===== config.mk =====
export PLATFORM = sky130hd
export DESIGN_NAME = stopwatch_ctrl
export DESIGN_NICKNAME = d
export VERILOG_FILES = /design/src/rtl/stopwatch_ctrl.sv
export SDC_FILE = /design/constraint.sdc
export NUM_CORES = 1
export LEC_CHECK = 0
export CAP_MARGIN = 20
export CORE_MARGIN = 8
export CORE_UTILIZATION = 50
export DETAILED_ROUTE_END_ITERATION = 8
export PLACE_DENSITY = 0.72
export SYNTH_ARGS = -nofsm -noshare
export SYNTH_HDL_FRONTEND = slang
export SYNTH_SLANG_ARGS = --single-unit

===== constraint.sdc =====
create_clock -name clk -period 8.1 [get_ports clk]
set_input_delay 0.81 -clock clk [delete_from_list [all_inputs] [get_ports clk]]
set_output_delay 0.81 -clock clk [all_outputs]
set_load 0.03 [all_outputs]

===== src/rtl/stopwatch_ctrl.sv =====
// Two-button stopwatch front end: turns button edges into timer commands,
// owns the display, freezes it on lap capture and reports per-lap elapsed time.
module stopwatch_ctrl #(
    parameter int DATA_WIDTH  = 16,
    parameter int MAX         = 99,
    parameter int LAP_WIDTH   = 4,
    parameter int HOLD_CYCLES = 8
) (
    input  logic                  clk,
    input  logic                  reset,
    input  logic                  btn_ss,
    input  logic                  btn_lr,
    input  logic [DATA_WIDTH-1:0] tmr_count,
    output logic                  tmr_start,
    output logic                  tmr_stop,
    output logic                  tmr_reset,
    output logic [DATA_WIDTH-1:0] disp_count,
    output logic                  lap_valid,
    output logic [LAP_WIDTH-1:0]  lap_num,
    output logic [DATA_WIDTH-1:0] lap_delta,
    output logic [1:0]            state_o
);

    localparam int HOLD_W = $clog2(HOLD_CYCLES + 1);
    localparam logic [DATA_WIDTH-1:0] MODULUS = DATA_WIDTH'(MAX + 1);

    typedef enum logic [1:0] {
        IDLE   = 2'd0,
        RUN    = 2'd1,
        SPLIT  = 2'd2,
        PAUSED = 2'd3
    } state_t;

    state_t                  state_q, state_d;
    logic                    btn_ss_q, btn_lr_q;
    logic                    start_q, start_d;
    logic                    stop_q, stop_d;
    logic                    treset_q, treset_d;
    logic                    lap_valid_q, lap_valid_d;
    logic [DATA_WIDTH-1:0]   disp_q, disp_d;
    logic [DATA_WIDTH-1:0]   prev_lap_q, prev_lap_d;
    logic [DATA_WIDTH-1:0]   lap_delta_q, lap_delta_d;
    logic [LAP_WIDTH-1:0]    lap_num_q, lap_num_d;
    logic [HOLD_W-1:0]       hold_q, hold_d;
    logic                    ss_press, lr_press;

    // Wrapped branch is modular in DATA_WIDTH bits; the true result is < MAX+1,
    // so any carry out of cur + (MAX+1) cancels against the subtraction.
    function automatic logic [DATA_WIDTH-1:0] lap_elapsed(
        input logic [DATA_WIDTH-1:0] cur,
        input logic [DATA_WIDTH-1:0] prev
    );
        if (cur >= prev) begin
            return cur - prev;
        end
        return cur + (MODULUS - prev);
    endfunction

    always_comb begin
        ss_press    = btn_ss & ~btn_ss_q;
        lr_press    = btn_lr & ~btn_lr_q & ~ss_press;
        state_d     = state_q;
        start_d     = 1'b0;
        stop_d      = 1'b0;
        treset_d    = 1'b0;
        lap_valid_d = 1'b0;
        disp_d      = disp_q;
        prev_lap_d  = prev_lap_q;
        lap_delta_d = lap_delta_q;
        lap_num_d   = lap_num_q;
        hold_d      = hold_q;

        case (state_q)
            IDLE: begin
                disp_d = '0;
                if (ss_press) begin
                    state_d = RUN;
                    start_d = 1'b1;
                    disp_d  = tmr_count;
                end else if (lr_press) begin
                    treset_d = 1'b1;
                end
            end
            RUN, SPLIT: begin
                if (ss_press) begin
                    state_d = PAUSED;
                    stop_d  = 1'b1;
                    disp_d  = tmr_count;
                end else if (lr_press) begin
                    state_d     = SPLIT;
                    lap_valid_d = 1'b1;
                    disp_d      = tmr_count;
                    prev_lap_d  = tmr_count;
                    lap_delta_d = lap_elapsed(tmr_count, prev_lap_q);
                    lap_num_d   = lap_num_q + 1'b1;
                    hold_d      = HOLD_W'(HOLD_CYCLES);
                end else if (state_q == RUN) begin
                    disp_d = tmr_count;
                end else if (hold_q == HOLD_W'(1)) begin
                    state_d = RUN;
                    disp_d  = tmr_count;
                end else begin
                    hold_d = hold_q - 1'b1;
                end
            end
            PAUSED: begin
                disp_d = tmr_count;
                if (ss_press) begin
                    state_d = RUN;
                    start_d = 1'b1;
                end else if (lr_press) begin
                    state_d    = IDLE;
                    treset_d   = 1'b1;
                    lap_num_d  = '0;
                    prev_lap_d = '0;
                    disp_d     = '0;
                end
            end
            default: state_d = IDLE;
        endcase
    end

    // History regs reset high so a button held through reset is not a press.
    always_ff @(posedge clk) begin
        if (reset) begin
            state_q     <= IDLE;
            btn_ss_q    <= 1'b1;
            btn_lr_q    <= 1'b1;
            start_q     <= 1'b0;
            stop_q      <= 1'b0;
            treset_q    <= 1'b0;
            lap_valid_q <= 1'b0;
            disp_q      <= '0;
            prev_lap_q  <= '0;
            lap_delta_q <= '0;
            lap_num_q   <= '0;
            hold_q      <= '0;
        end else begin
            state_q     <= state_d;
            btn_ss_q    <= btn_ss;
            btn_lr_q    <= btn_lr;
            start_q     <= start_d;
            stop_q      <= stop_d;
            treset_q    <= treset_d;
            lap_valid_q <= lap_valid_d;
            disp_q      <= disp_d;
            prev_lap_q  <= prev_lap_d;
            lap_delta_q <= lap_delta_d;
            lap_num_q   <= lap_num_d;
            hold_q      <= hold_d;
        end
    end

    assign tmr_start  = start_q;
    assign tmr_stop   = stop_q;
    assign tmr_reset  = treset_q;
    assign lap_valid  = lap_valid_q;
    assign disp_count = disp_q;
    assign lap_num    = lap_num_q;
    assign lap_delta  = lap_delta_q;
    assign state_o    = state_q;

endmodule


==> results of run 1 <==
logic make-up (layout without fill, tap and decap cells):
group	after synthesis	in the layout
XOR/XNOR	29	29
multiplexers	2	2
flip-flops	64	64
AO/OA/AOI/OAI	126	126
adder cells (fa/ha/maj)	55	55
AND/OR/NAND/NOR	134	134
buffers and inverters	77	135
final cells by class:
class,instances,area (um2)
well taps,105,131.4
fillers,724,3102
repair buffers,65,640.6
flip-flops and latches,64,1281
inverters,54,202.7
clock inverters,6,91.34
clock buffers,10,137.6
multi-input cells,346,2630
layout by cell type (no fill, tap or decap), types with 3 or more instances in the layout:
cell type        instances
o21ai_0                  9
nor3b_1                  3
xnor2_1                 17
nor2_1                  63
a31oi_1                  7
nand2_1                 17
o22ai_1                  6
inv_1                   54
clkdlybuf4s50_1         61
nor3_1                   9
or2_2                    5
o32ai_1                  3
fa_1                    13
ha_1                    42
nor2b_1                  4
clkbuf_8                10
a21oi_1                 22
a22oi_1                 20
a221oi_1                 9
xor2_1                  11
o21ai_1                  6
a211oi_1                 9
dfxtp_1                 64
nand4_1                  6
nand2b_1                 6
clkinvlp_4               3
nand3_1                  7
buf_4                    4
critical path, delay by kind of cell:
family / cells / cell delay (ps)
AO/OA/AOI/OAI: 5 / 1360
buffers and inverters: 3 / 760
adder cells (fa/ha/maj): 2 / 700
XOR/XNOR: 1 / 110
AND/OR/NAND/NOR: 1 / 80
path summary, 6_finish.rpt:
path | slack (ps) | to | start | cells past startpoint
hold / removal | 480 | lap_delta[8] | lap_delta[8] | 1
setup reg to reg | 4950 | disp_count[3] | state_o[0] | 9
hold reg to reg | 480 | lap_delta[8] | lap_delta[8] | 1
setup / recovery | 4510 | lap_delta[15] | tmr_count[5] | 12
through the flow:
stage          setup WS, ps  power (W)  utilization [%]  std cells
2_1_floorplan          4966  0.0006455                -        487
4_1_cts                4559   0.001079            62.16        649
3_3_place_gp           4259  0.0007512            59.37        633
5_1_grt                4293   0.001137            62.25        650
3_5_place_dp           4207  0.0007575            59.37        633
6_report               4511   0.001075            62.25        650
synth_stat cells, drive strengths merged, types with 10 or more instances:
| master | instances |
|---|---|
| nand2 | 18 |
| o21ai | 15 |
| a211oi | 10 |
| clkbuf | 14 |
| a21oi | 23 |
| inv | 54 |
| ha | 42 |
| a22oi | 20 |
| xor2 | 12 |
| dfxtp | 64 |
| fa | 13 |
| xnor2 | 17 |
| nor2 | 64 |
state kept, by name, summed over array words and instances, names as in the netlist, 2 cells and up:
name	count
disp_count	16
hold_q	4
lap_delta	16
lap_num	4
prev_lap_q	16
state_o	2
power by group through the flow:
stage                     Clock (W)  Sequential [W]  Combinational (W)
after floorplan                   0        0.000405           0.000241
after global placement            0        0.000373           0.000378
after detailed placement          0        0.000374           0.000383
after CTS                  0.000325        0.000367           0.000387
after global routing       0.000341        0.000370           0.000426
final                      0.000321        0.000367           0.000387
metal layers:
layer | GRT usage [%] | wire length [um]
met1 | 23.97 | 4991
met2 | 35.35 | 5613
met3 | 4.551 | 604
met4 | 6.343 | 195
met5 | 0 | 0
==> out/metrics.csv, run 1 <==
stage;metric;value;unit
clock_tree;Clock Sinks;64;
routing;antenna-violating nets left;0;
yosys;largest family of logic cells by synthesized area;compound AO/OA/AOI/OAI gates;
finish;share of post-route cells with drive strength above 1;6.972;%
job;max-cap violation count;0;
yosys;Yosys top cell area share;30.36;%
yosys;number of synthesized flops with an enable pin;0;
routing;final WL;11410;um
floorplan;Die Span Y;107.9;um
power_and_ir_drop;Sw Pwr;0.0003933;W
worst_setup_path;Slowest-stage cell, CP;clkdlybuf4s50_1;
finish;Area Growth Syn to Fin;21.20;%
worst_setup_path;ordered cell list for the critical path;clkdlybuf4s50_1 -> inv_1 -> ha_1 -> inv_1 -> ha_1 -> a211oi_1 -> nor2_1 -> o31ai_1 -> a21oi_1 -> o32ai_1 -> xor2_1 -> a221o_1;
worst_setup_path;Setup crit start kind;input port;
run_status;status;finished clean;
routing;iteration-0 DRC count of the detailed router;160;
sta;final hold vios;0;
power_and_ir_drop;Net Sw Frac;36.60;%
sta;min cycle time layout;3589;ps
power_and_ir_drop;pwr dens;210.1;mW/mm2
yosys;Synth Area per Inst;8.666;um2
power_and_ir_drop;Worst IR Drop VDD;0.0001197;V
sta;WHS;482.2;ps
power_and_ir_drop;Leakage;1.990;nW
worst_setup_path;CP endpoint kind;register;
sta;Max Fclk;0.2786;GHz
finish;post-route cell area;0.005115;mm2
finish;# diodes;0;
clock_tree;Clock Pin Slew Worst Setup and Hold Paths;70;ps
yosys;Post-Syn Instances;487;
yosys;Distinct cells, synth;67;
yosys;Most used DFF post-synth;dfxtp_1;
clock_tree;H-tree Lvls;3;
yosys;ys async rst share;0;%
routing;Pre-antenna DRT Iters;4;
yosys;Warnings, synthesis;0;
floorplan;Die X;107.9;um
worst_setup_path;crit-path max cell delay;580;ps
power_and_ir_drop;internal cell power;0.0006815;W
place;Port Buffers;61;
clock_tree;postcts setup bufs;0;
global_route;first-pass GRT wire length;18740;um
clock_tree;Post-CTS Hold Buffers;0;
global_route;initial antenna violation count;0;
yosys;Synth Area in Adders;18.62;%
yosys;dominant cell type by area after synthesis;dfxtp_1;
sta;relative slew slack;37.42;%
worst_setup_path;CP required;8340;ps
yosys;sequential share of the synthesized area;30.36;%
yosys;Simple-Gate Fraction of Synth Area;15.06;%
clock_tree;maximum root-to-sink buffer count;2;
sta;TNS Setup;0;ps
finish;Layout Nets;615;
sta;Final setup viols;0;
yosys;XOR/XNOR Fraction of Synth Area;6.196;%
worst_setup_path;CP arrival;3830;ps
place;routability congestion estimate;0.8752;
sta;Slew @ Worst Pin;937.7;ps
clock_tree;PostCTS Resize Cnt;0;
routing;routed length per instance;17.55;um
sta;worst clock skew;11.56;ps
place;dpl hpwl;8544;um
worst_setup_path;worst-path fanout max;8;
global_route;gr usage total;20.25;%
floorplan;I/O Pins;62;
yosys;multiplexer area fraction after synthesis;0.4744;%
clock_tree;worst-skew pair later-pin latency;360;ps
sta;Slew Limit Fails;0;
yosys;post-synthesis compound-gate area fraction;21.97;%
sta;RSZ-0062 raised after global routing;no;
power_and_ir_drop;Comb pwr share;36.0;%
power_and_ir_drop;clock share of power;29.9;%
yosys;cell area after synthesis;0.004220;mm2
floorplan;full die area;0.01164;mm2
clock_tree;TritonCTS buffer count;9;
min_path;hold crit path type;reg -> reg;
global_route;total global routing overflow;0;
worst_setup_path;critical path class;in -> reg;
floorplan;Core Area;0.008217;mm2
routing;Vias;3683;
floorplan;Starting Density;51.36;%
clock_tree;CTS tree;done;
routing;Residual DRC;0;
yosys;post-synthesis register bit count;64;
yosys;ranking of synthesized cells by area;dfxtp_1 (30%), ha_1 (12%), fa_1 (6.2%);
sta;crit share post-route;44.31;%
yosys;Mapped Nets;562;
place;placed cell areas;0.004878;mm2
global_route;vias in the first global route;3730;
clock_tree;Root Buffer;clkbuf_8;
global_route;largest net degree at the start of global routing;43;
power_and_ir_drop;sequential share of power;34.1;%
routing;via/cell ratio;5.666;
floorplan;row count;33;
Note: power is estimated with default switching activity, not from simulation.
==> run 2: changes to the inputs <==
- PLACE_DENSITY: 0.72 -> 0.75
- clock period: 8.1 -> 3.1 ns (I/O delays scaled with it)
==> run 2 against run 1 <==
Net effect: via count up 4.9%; clock skew shrank 1.9 ps; count of clock-buffer cells in the layout did not move; combinational power increased to 2.8 times the previous value; flip-flop and latch count unchanged; critical path depth is the same; wire length rose by 5.8%; clock power up 140%; critical endpoint is now lap_delta[14]; largest cell class unchanged.
==> out/metrics.csv, run 2 (synthesis gave the netlist of run 1 again) <==
stage;metric;value;unit
run_status;status;finished clean;
clock_tree;PostCTS Resize Cnt;0;
sta;min cycle time layout;2815;ps
clock_tree;postcts setup bufs;0;
finish;# diodes;0;
finish;share of post-route cells with drive strength above 1;12.44;%
global_route;initial antenna violation count;0;
power_and_ir_drop;pwr dens;527.2;mW/mm2
worst_setup_path;CP required;3340;ps
clock_tree;Root Buffer;clkbuf_8;
clock_tree;TritonCTS buffer count;9;
power_and_ir_drop;Comb pwr share;38.2;%
worst_setup_path;CP arrival;3060;ps
floorplan;row count;33;
power_and_ir_drop;Leakage;2.153;nW
worst_setup_path;worst-path fanout max;4;
global_route;vias in the first global route;4028;
sta;final hold vios;0;
routing;Pre-antenna DRT Iters;5;
power_and_ir_drop;sequential share of power;34.0;%
clock_tree;Clock Pin Slew Worst Setup and Hold Paths;80;ps
sta;Slew Limit Fails;0;
sta;crit share post-route;90.82;%
clock_tree;CTS tree;done;
power_and_ir_drop;internal cell power;0.001760;W
routing;final WL;12060;um
min_path;hold crit path type;reg -> reg;
sta;relative slew slack;51.09;%
worst_setup_path;R2R depth;12;
floorplan;Die Span Y;107.9;um
sta;worst clock skew;9.684;ps
routing;iteration-0 DRC count of the detailed router;154;
place;post-placement cell count;667;
min_path;hold path cells;2;
routing;via/cell ratio;5.651;
finish;fill count;694;
sta;WHS;478.2;ps
place;placed cell areas;0.005134;mm2
power_and_ir_drop;Net Sw Frac;37.63;%
finish;Register Area;0.001281;mm2
power_and_ir_drop;Sw Pwr;0.001062;W
finish;commonest non-fill, non-tap cells in the layout;dfxtp_1 (64), nor2_1 (63), clkdlybuf4s50_1 (61), inv_1 (54), ha_1 (42);
place;routability congestion estimate;0.8827;
routing;routed length per instance;17.63;um
routing;Vias;3865;
power_and_ir_drop;Worst IR Drop VDD;0.0002951;V
clock_tree;maximum root-to-sink buffer count;2;
floorplan;Core Area;0.008217;mm2
sta;TNS Setup;0;ps
sta;Max Fclk;0.3552;GHz
clock_tree;H-tree Lvls;3;
global_route;gr usage total;21.36;%
global_route;total global routing overflow;0;
worst_setup_path;critical path class;in -> reg;
floorplan;Die X;107.9;um
sta;Slew @ Worst Pin;733.7;ps
routing;Residual DRC;0;
finish;Layout Nets;649;
global_route;largest net degree at the start of global routing;35;
routing;antenna-violating nets left;0;
place;dpl hpwl;9323;um
finish;Multi-input gate area;0.002630;mm2
sta;Final setup viols;0;
global_route;first-pass GRT wire length;19710;um
sta;RSZ-0062 raised after global routing;no;
job;max-cap violation count;0;
floorplan;I/O Pins;62;
floorplan;full die area;0.01164;mm2
power_and_ir_drop;total power draw;0.002821;W
worst_setup_path;Setup crit start kind;input port;
clock_tree;Post-CTS Hold Buffers;0;
power_and_ir_drop;clock share of power;27.8;%
finish;Area Growth Syn to Fin;26.80;%
clock_tree;Clock Sinks;64;
finish;post-route cell area;0.005351;mm2
finish;final non-filler cell total;684;
place;Port Buffers;61;
clock_tree;worst-skew pair later-pin latency;360;ps
worst_setup_path;CP endpoint kind;register;
finish;commonest non-fill, non-tap cell in the layout;dfxtp_1;
floorplan;Starting Density;51.36;%
-- run 2: area by class of cell --
| cell class | count | share of cell area, % |
|---|---|---|
| multi-input cells | 346 | 49.15 |
| flip-flops and latches | 64 | 23.94 |
| well taps | 105 | 2.455 |
| inverters | 54 | 3.788 |
| clock inverters | 6 | 1.356 |
| clock buffers | 10 | 2.572 |
| repair buffers | 99 | 16.74 |
-- run 2: routing by layer --
metal / track usage, % / vias up / wire length [um]
li1: - / 1869 / -
met1: 24.07 / 1866 / 5034
met2: 38.82 / 106 / 6192
met3: 3.114 / 24 / 558
met4: 9.415 / 0 / 276
met5: 0 / - / 0
-- run 2: final timing paths --
kind                                       to  slack (ps)     startpoint
worst max-delay path            lap_delta[14]         280   tmr_count[2]
worst min register to register  lap_delta[13]         480  lap_delta[13]
worst min-delay path            lap_delta[13]         480  lap_delta[13]
worst max register to register  lap_delta[15]         300  prev_lap_q[1]
-- run 2: stage by stage --
| step | worst slack (ps) | utilization (%) |
|---|---|---|
| 2_1_floorplan | 465.7 | - |
| 4_1_cts | 293.0 | 65.04 |
| 3_5_place_dp | -67.43 | 62.48 |
| 5_1_grt | 143.7 | 65.13 |
| 6_report | 284.7 | 65.13 |
| 3_3_place_gp | -2.217 | 62.48 |
-- run 2: critical path, cell delays in order --
cell             delay [ps]
clkdlybuf4s50_1         480
inv_1                    60
ha_1                    340
inv_1                    70
ha_1                    190
a21oi_1                 250
o31ai_4                 120
a311o_2                 440
a21oi_2                 240
o31ai_4                  90
xnor2_1                 130
a221o_1                 320
-- run 2: power by group through the flow --
| stage | Clock [W] | Combinational (W) | Sequential, W |
|---|---|---|---|
| global route | 0.000828 | 0.00117 | 0.000970 |
| detailed placement | 0 | 0.00107 | 0.000978 |
| CTS | 0.000798 | 0.00107 | 0.000960 |
| finish | 0.000785 | 0.00108 | 0.000959 |
| global placement | 0 | 0.00104 | 0.000973 |
| floorplan | 0 | 0.000629 | 0.00106 |
==> variant 1: new RTL, settings of run 1 <==
Register the inputs `btn_ss`, `btn_lr` and `tmr_count` before use, with the module's reset. The logic sees them one clock later.
--- a/src/rtl/stopwatch_ctrl.sv
+++ b/src/rtl/stopwatch_ctrl.sv
@@ -33,2 +33,18 @@
 
+    logic btn_ss_r;
+    logic btn_lr_r;
+    logic [DATA_WIDTH-1:0] tmr_count_q;
+
+    always_ff @(posedge clk) begin
+        if (reset) begin
+            btn_ss_r    <= '0;
+            btn_lr_r    <= '0;
+            tmr_count_q <= '0;
+        end else begin
+            btn_ss_r    <= btn_ss;
+            btn_lr_r    <= btn_lr;
+            tmr_count_q <= tmr_count;
+        end
+    end
+
     state_t                  state_q, state_d;
@@ -59,4 +75,4 @@
     always_comb begin
-        ss_press    = btn_ss & ~btn_ss_q;
-        lr_press    = btn_lr & ~btn_lr_q & ~ss_press;
+        ss_press    = btn_ss_r & ~btn_ss_q;
+        lr_press    = btn_lr_r & ~btn_lr_q & ~ss_press;
         state_d     = state_q;
@@ -78,3 +94,3 @@
                     start_d = 1'b1;
-                    disp_d  = tmr_count;
+                    disp_d  = tmr_count_q;
                 end else if (lr_press) begin
@@ -87,3 +103,3 @@
                     stop_d  = 1'b1;
-                    disp_d  = tmr_count;
+                    disp_d  = tmr_count_q;
                 end else if (lr_press) begin
@@ -91,5 +107,5 @@
                     lap_valid_d = 1'b1;
-                    disp_d      = tmr_count;
-                    prev_lap_d  = tmr_count;
-                    lap_delta_d = lap_elapsed(tmr_count, prev_lap_q);
+                    disp_d      = tmr_count_q;
+                    prev_lap_d  = tmr_count_q;
+                    lap_delta_d = lap_elapsed(tmr_count_q, prev_lap_q);
                     lap_num_d   = lap_num_q + 1'b1;
@@ -97,6 +113,6 @@
                 end else if (state_q == RUN) begin
-                    disp_d = tmr_count;
+                    disp_d = tmr_count_q;
                 end else if (hold_q == HOLD_W'(1)) begin
                     state_d = RUN;
-                    disp_d  = tmr_count;
+                    disp_d  = tmr_count_q;
                 end else begin
@@ -106,3 +122,3 @@
             PAUSED: begin
-                disp_d = tmr_count;
+                disp_d = tmr_count_q;
                 if (ss_press) begin
@@ -139,4 +155,4 @@
             state_q     <= state_d;
-            btn_ss_q    <= btn_ss;
-            btn_lr_q    <= btn_lr;
+            btn_ss_q    <= btn_ss_r;
+            btn_lr_q    <= btn_lr_r;
             start_q     <= start_d;
Behaviour: not the same (a bounded check fails within 4 cycles, from zero or initial values and one cycle with reset high).
==> variant 1 against run 1 <==
  * Power fell by 3.2%
  * Sequential cell count rose by 18
  * Setup slack improved by 0.85 ns
  * Clock power rose by 8.4%
  * Area after synthesis rose by 15%
  * Wire length fell by 2.9%
  * Register-to-register slack improved by 0.41 ns
  * Combinational power fell by 33%
  * Final area rose by 13%
==> variant 1: results <==
set metrics [dict create \
    tightestPinTransition_ns 0.928 \
    postSynthNetCount 628 \
    synth_fa_ha_area_share_pct 16.2 \
    final_layout_size_suffix_gt1_share_pct 6.04 \
    via_count_of_the_first_global_routing_pass 3827 \
    placedCellCount 730 \
    skew_ns 0.0107 \
    grt_first_pass_wirelength_um 18200 \
    synth.avg_cell_area_um2 8.77 \
    crit_slowest_cell "fa_1" \
    design.die.area_um2 13100 \
    met3_length_um 589 \
    globalplace.congestion 0.883 \
    grt_max_degree 81 \
    seq_area_frac_synth_pct 33.8 \
    grt_usage_pct 17.3 \
    synth_top_area_cells "dfxtp_1 (34%), ha_1 (11%), nor2_1 (6.2%)" \
    routed_wire_length_per_instance_um 14.8 \
    synth.top_cells.by_count "dfxtp_1 (82), nor2_1 (80), inv_1 (53)" \
    critPathMaxStageDelay_ns 0.52 \
    routed-wl-met2_um 5050 \
    critical_path.max_fanout 6 \
    peakVddDrop_mv 0.122 \
    m1WireLength_um 5200 \
    first_iter_violations 180 \
    synth_mux_area_share_pct 1.03 \
    synthesized_area_fraction_occupied_by_ao_oa_aoi_and_oai_cells_pct 19.6 \
    path_delay_family "adder cells" \
    layout.filler_cells 875 \
    worst-endpoint-arrival_ns 2.98 \
    drt_wl_total_um 11100 \
    p_leak_nw 2.24 \
    dp.final_hpwl_um 8330 \
    run_status "finished clean" \
    nNetsFinal 683 \
    topRoutingLayerUsed "met4" \
]
[variant 1: power breakdown]
group | internal, W | switching, W | total, W
registers | 0.000420 | 0.0000151 | 0.000435
logic | 0.000108 | 0.000150 | 0.000258
clock network | 0.000192 | 0.000156 | 0.000348
[variant 1: cell families (layout without fill, tap and decap cells)]
logic type | count (synthesis) | after routing
AOI/OAI and AO/OA | 132 | 132
xor gates and xnor gates | 27 | 27
adders and majority gates | 55 | 55
buffers and inverters | 74 | 134
DFF | 82 | 82
muxes | 5 | 5
and+or+nand+nor | 178 | 178
[variant 1: area by class of cell]
class	instances	area [um2]	area share (%)
multi-input combinational	397	2890	50.1
sequential	82	1640	28.4
timing repair buffer	65	636	11.0
inverter	53	199	3.45
tap	133	166	2.88
clock buffer	11	151	2.62
clock inverter	5	86.3	1.50
[variant 1: path summary, 6_finish.rpt]
| kind | startpoint | endpoint | slack [ns] | cells past startpoint |
|---|---|---|---|---|
| min | btn_ss_r | btn_ss_q | 0.47 | 1 |
| max | tmr_count_q[2] | lap_delta[15] | 5.36 | 9 |
| min reg2reg | btn_ss_r | btn_ss_q | 0.47 | 1 |
| max reg2reg | tmr_count_q[2] | lap_delta[15] | 5.36 | 9 |
[variant 1: stage by stage]
step | hold WS, ns | utilization, % | area [um2] | setup slack, ns | power (W)
after detailed placement | 0.460 | 57.7 | 5540 | 5.36 | 0.000700
after CTS | 0.482 | 60.2 | 5770 | 5.35 | 0.00105
after global placement | 0.445 | 57.7 | 5540 | 5.44 | 0.000692
after floorplan | 0.434 | - | 4850 | 5.62 | 0.000637
final | 0.474 | 60.2 | 5770 | 5.36 | 0.00104
after global routing | 0.489 | 60.2 | 5770 | 5.12 | 0.00110
[variant 1: layer usage]
metal	up-vias	track usage [%]
met5	-	0
met4	0	8.34
met3	16	3.69
met2	95	27.1
met1	1874	22.0
li1	1999	-
==> variant 2: new RTL, flow settings as in run 1 <==
Made on the original files. `HOLD_CYCLES`: 8 -> 16.
--- a/src/rtl/stopwatch_ctrl.sv
+++ b/src/rtl/stopwatch_ctrl.sv
@@ -6,3 +6,3 @@
     parameter int LAP_WIDTH   = 4,
-    parameter int HOLD_CYCLES = 8
+    parameter int HOLD_CYCLES = 16
 ) (
Function: no difference found for any inputs over 4 cycles, from zero or initial values and one cycle with reset high; that may be too few to reach the edited logic, so the function may still have changed.
==> variant 2 against run 1 <==
  * Sequential cell count increased by 1
  * Final area increased by 2.2%
  * Power decreased by 1.6%
  * Setup slack improved by 0.0086 ns
  * Area after synthesis increased by 2.1%
  * Sequential power about the same
  * Wire length decreased by 6.4%
  * Critical path type unchanged
  * Largest power group is now sequential cells
  * Highest routed layer unchanged
==> variant 2: results <==
set metrics [dict create \
    reg2reg_to "lap_delta[5]" \
    tightestPinTransition_ns 0.863 \
    synth_mux_area_share_pct 1.86 \
    worst-endpoint-arrival_ns 3.85 \
    r2r_slack_ns 5.24 \
    drt_wl_total_um 10700 \
    post_cts.resized_instances 0 \
    dp.final_hpwl_um 8160 \
    synth_top_area_cells "dfxtp_1 (30%), ha_1 (12%), fa_1 (6.0%)" \
    post_synth_xor_area_fraction_pct 6.71 \
    global_routing_met3_resource_utilization_pct 4.26 \
    groute.layer.met1.usage_pct 23.9 \
    synth_fa_ha_area_share_pct 18.2 \
    seq_area_frac_synth_pct 30.2 \
    viasPerCell 5.54 \
    synth.top_cells.by_count "nor2_1 (68), dfxtp_1 (65), inv_1 (53)" \
    grt_usage_pct 18.4 \
    holdPathStages 2 \
    crit_slowest_cell "a211o_1" \
    critical_path.max_fanout 25 \
    skew_ns 0.00923 \
    clkTransAtPathRegs_ns 0.07 \
    run_status "finished clean" \
    detailed_place.area_um2 4980 \
    grt_max_degree 44 \
    gr-usage-met2_pct 30.1 \
    postSynthNetCount 574 \
    final_layout_size_suffix_gt1_share_pct 6.08 \
    hold_path_startpoint "lap_delta[1]" \
    globalplace.congestion 0.904 \
    drt-pass1-iter-count 5 \
    holdWs_ns 0.457 \
    critPathMaxStageDelay_ns 0.62 \
    via_count_of_the_first_global_routing_pass 3574 \
    layout.filler_cells 778 \
    timing.hold.worst_endpoint "lap_delta[1]" \
    grt_first_pass_wirelength_um 17500 \
    first_iter_violations 145 \
    netlist-cell-type-count 63 \
    p_leak_nw 2.09 \
    nNetsFinal 629 \
]
[variant 2: worst min-delay path, stage by stage, from the launching register on]
cell and delay [ns]:
dfxtp_1 0.31, nand2_1 0.05, a21oi_1 0.05
[variant 2: worst max-delay path by stage]
stage	endpoint	slack [ns]	from	cells past startpoint
after floorplan	lap_delta[12]	5.09	tmr_count[3]	9
after global placement	lap_delta[5]	4.20	tmr_count[0]	11
after detailed placement	lap_delta[5]	4.18	tmr_count[0]	11
after CTS	lap_delta[5]	4.53	tmr_count[0]	11
after global routing	lap_delta[5]	4.29	tmr_count[0]	11
final	lap_delta[5]	4.52	tmr_count[0]	11
[variant 2: final cells by class]
class	instances	area, um2	share of cell area, %
well taps	108	135	2.58
multi-input cells	360	2710	51.8
clock buffers	11	141	2.70
inverters	53	199	3.80
flip-flops and latches	65	1300	24.9
clock inverters	5	103	1.96
repair buffers	65	641	12.3
[variant 2: routing by layer]
metal	part of all wire, %	vias to the layer above
met5	0	-
met4	0.99	0
met3	5.1	12
met2	46	94
met1	48	1737
li1	-	1849
[variant 2: metrics by stage]
stage	total power [W]	util, %	cells	setup slack [ns]
after detailed placement	0.000722	58.2	650	4.18
after global placement	0.000715	58.2	650	4.20
final	0.00106	61.2	667	4.52
after global routing	0.00112	61.2	667	4.29
after floorplan	0.000621	-	499	5.09
after CTS	0.00106	61.1	666	4.53
[variant 2: logic make-up after synthesis]
| logic type | Yosys count |
|---|---|
| multiplexers | 8 |
| AO/OA/AOI/OAI | 120 |
| buffers and inverters | 74 |
| adder cells (fa/ha/maj) | 55 |
| XOR/XNOR | 33 |
| flip-flops | 65 |
| AND/OR/NAND/NOR | 144 |
[variant 2: report_power, final]
part           total (W)  internal [W]  switching (W)
combinational   0.000353      0.000148       0.000206
sequential      0.000367      0.000346      0.0000210
clock           0.000338      0.000212       0.000125
total            0.00106      0.000706       0.000352
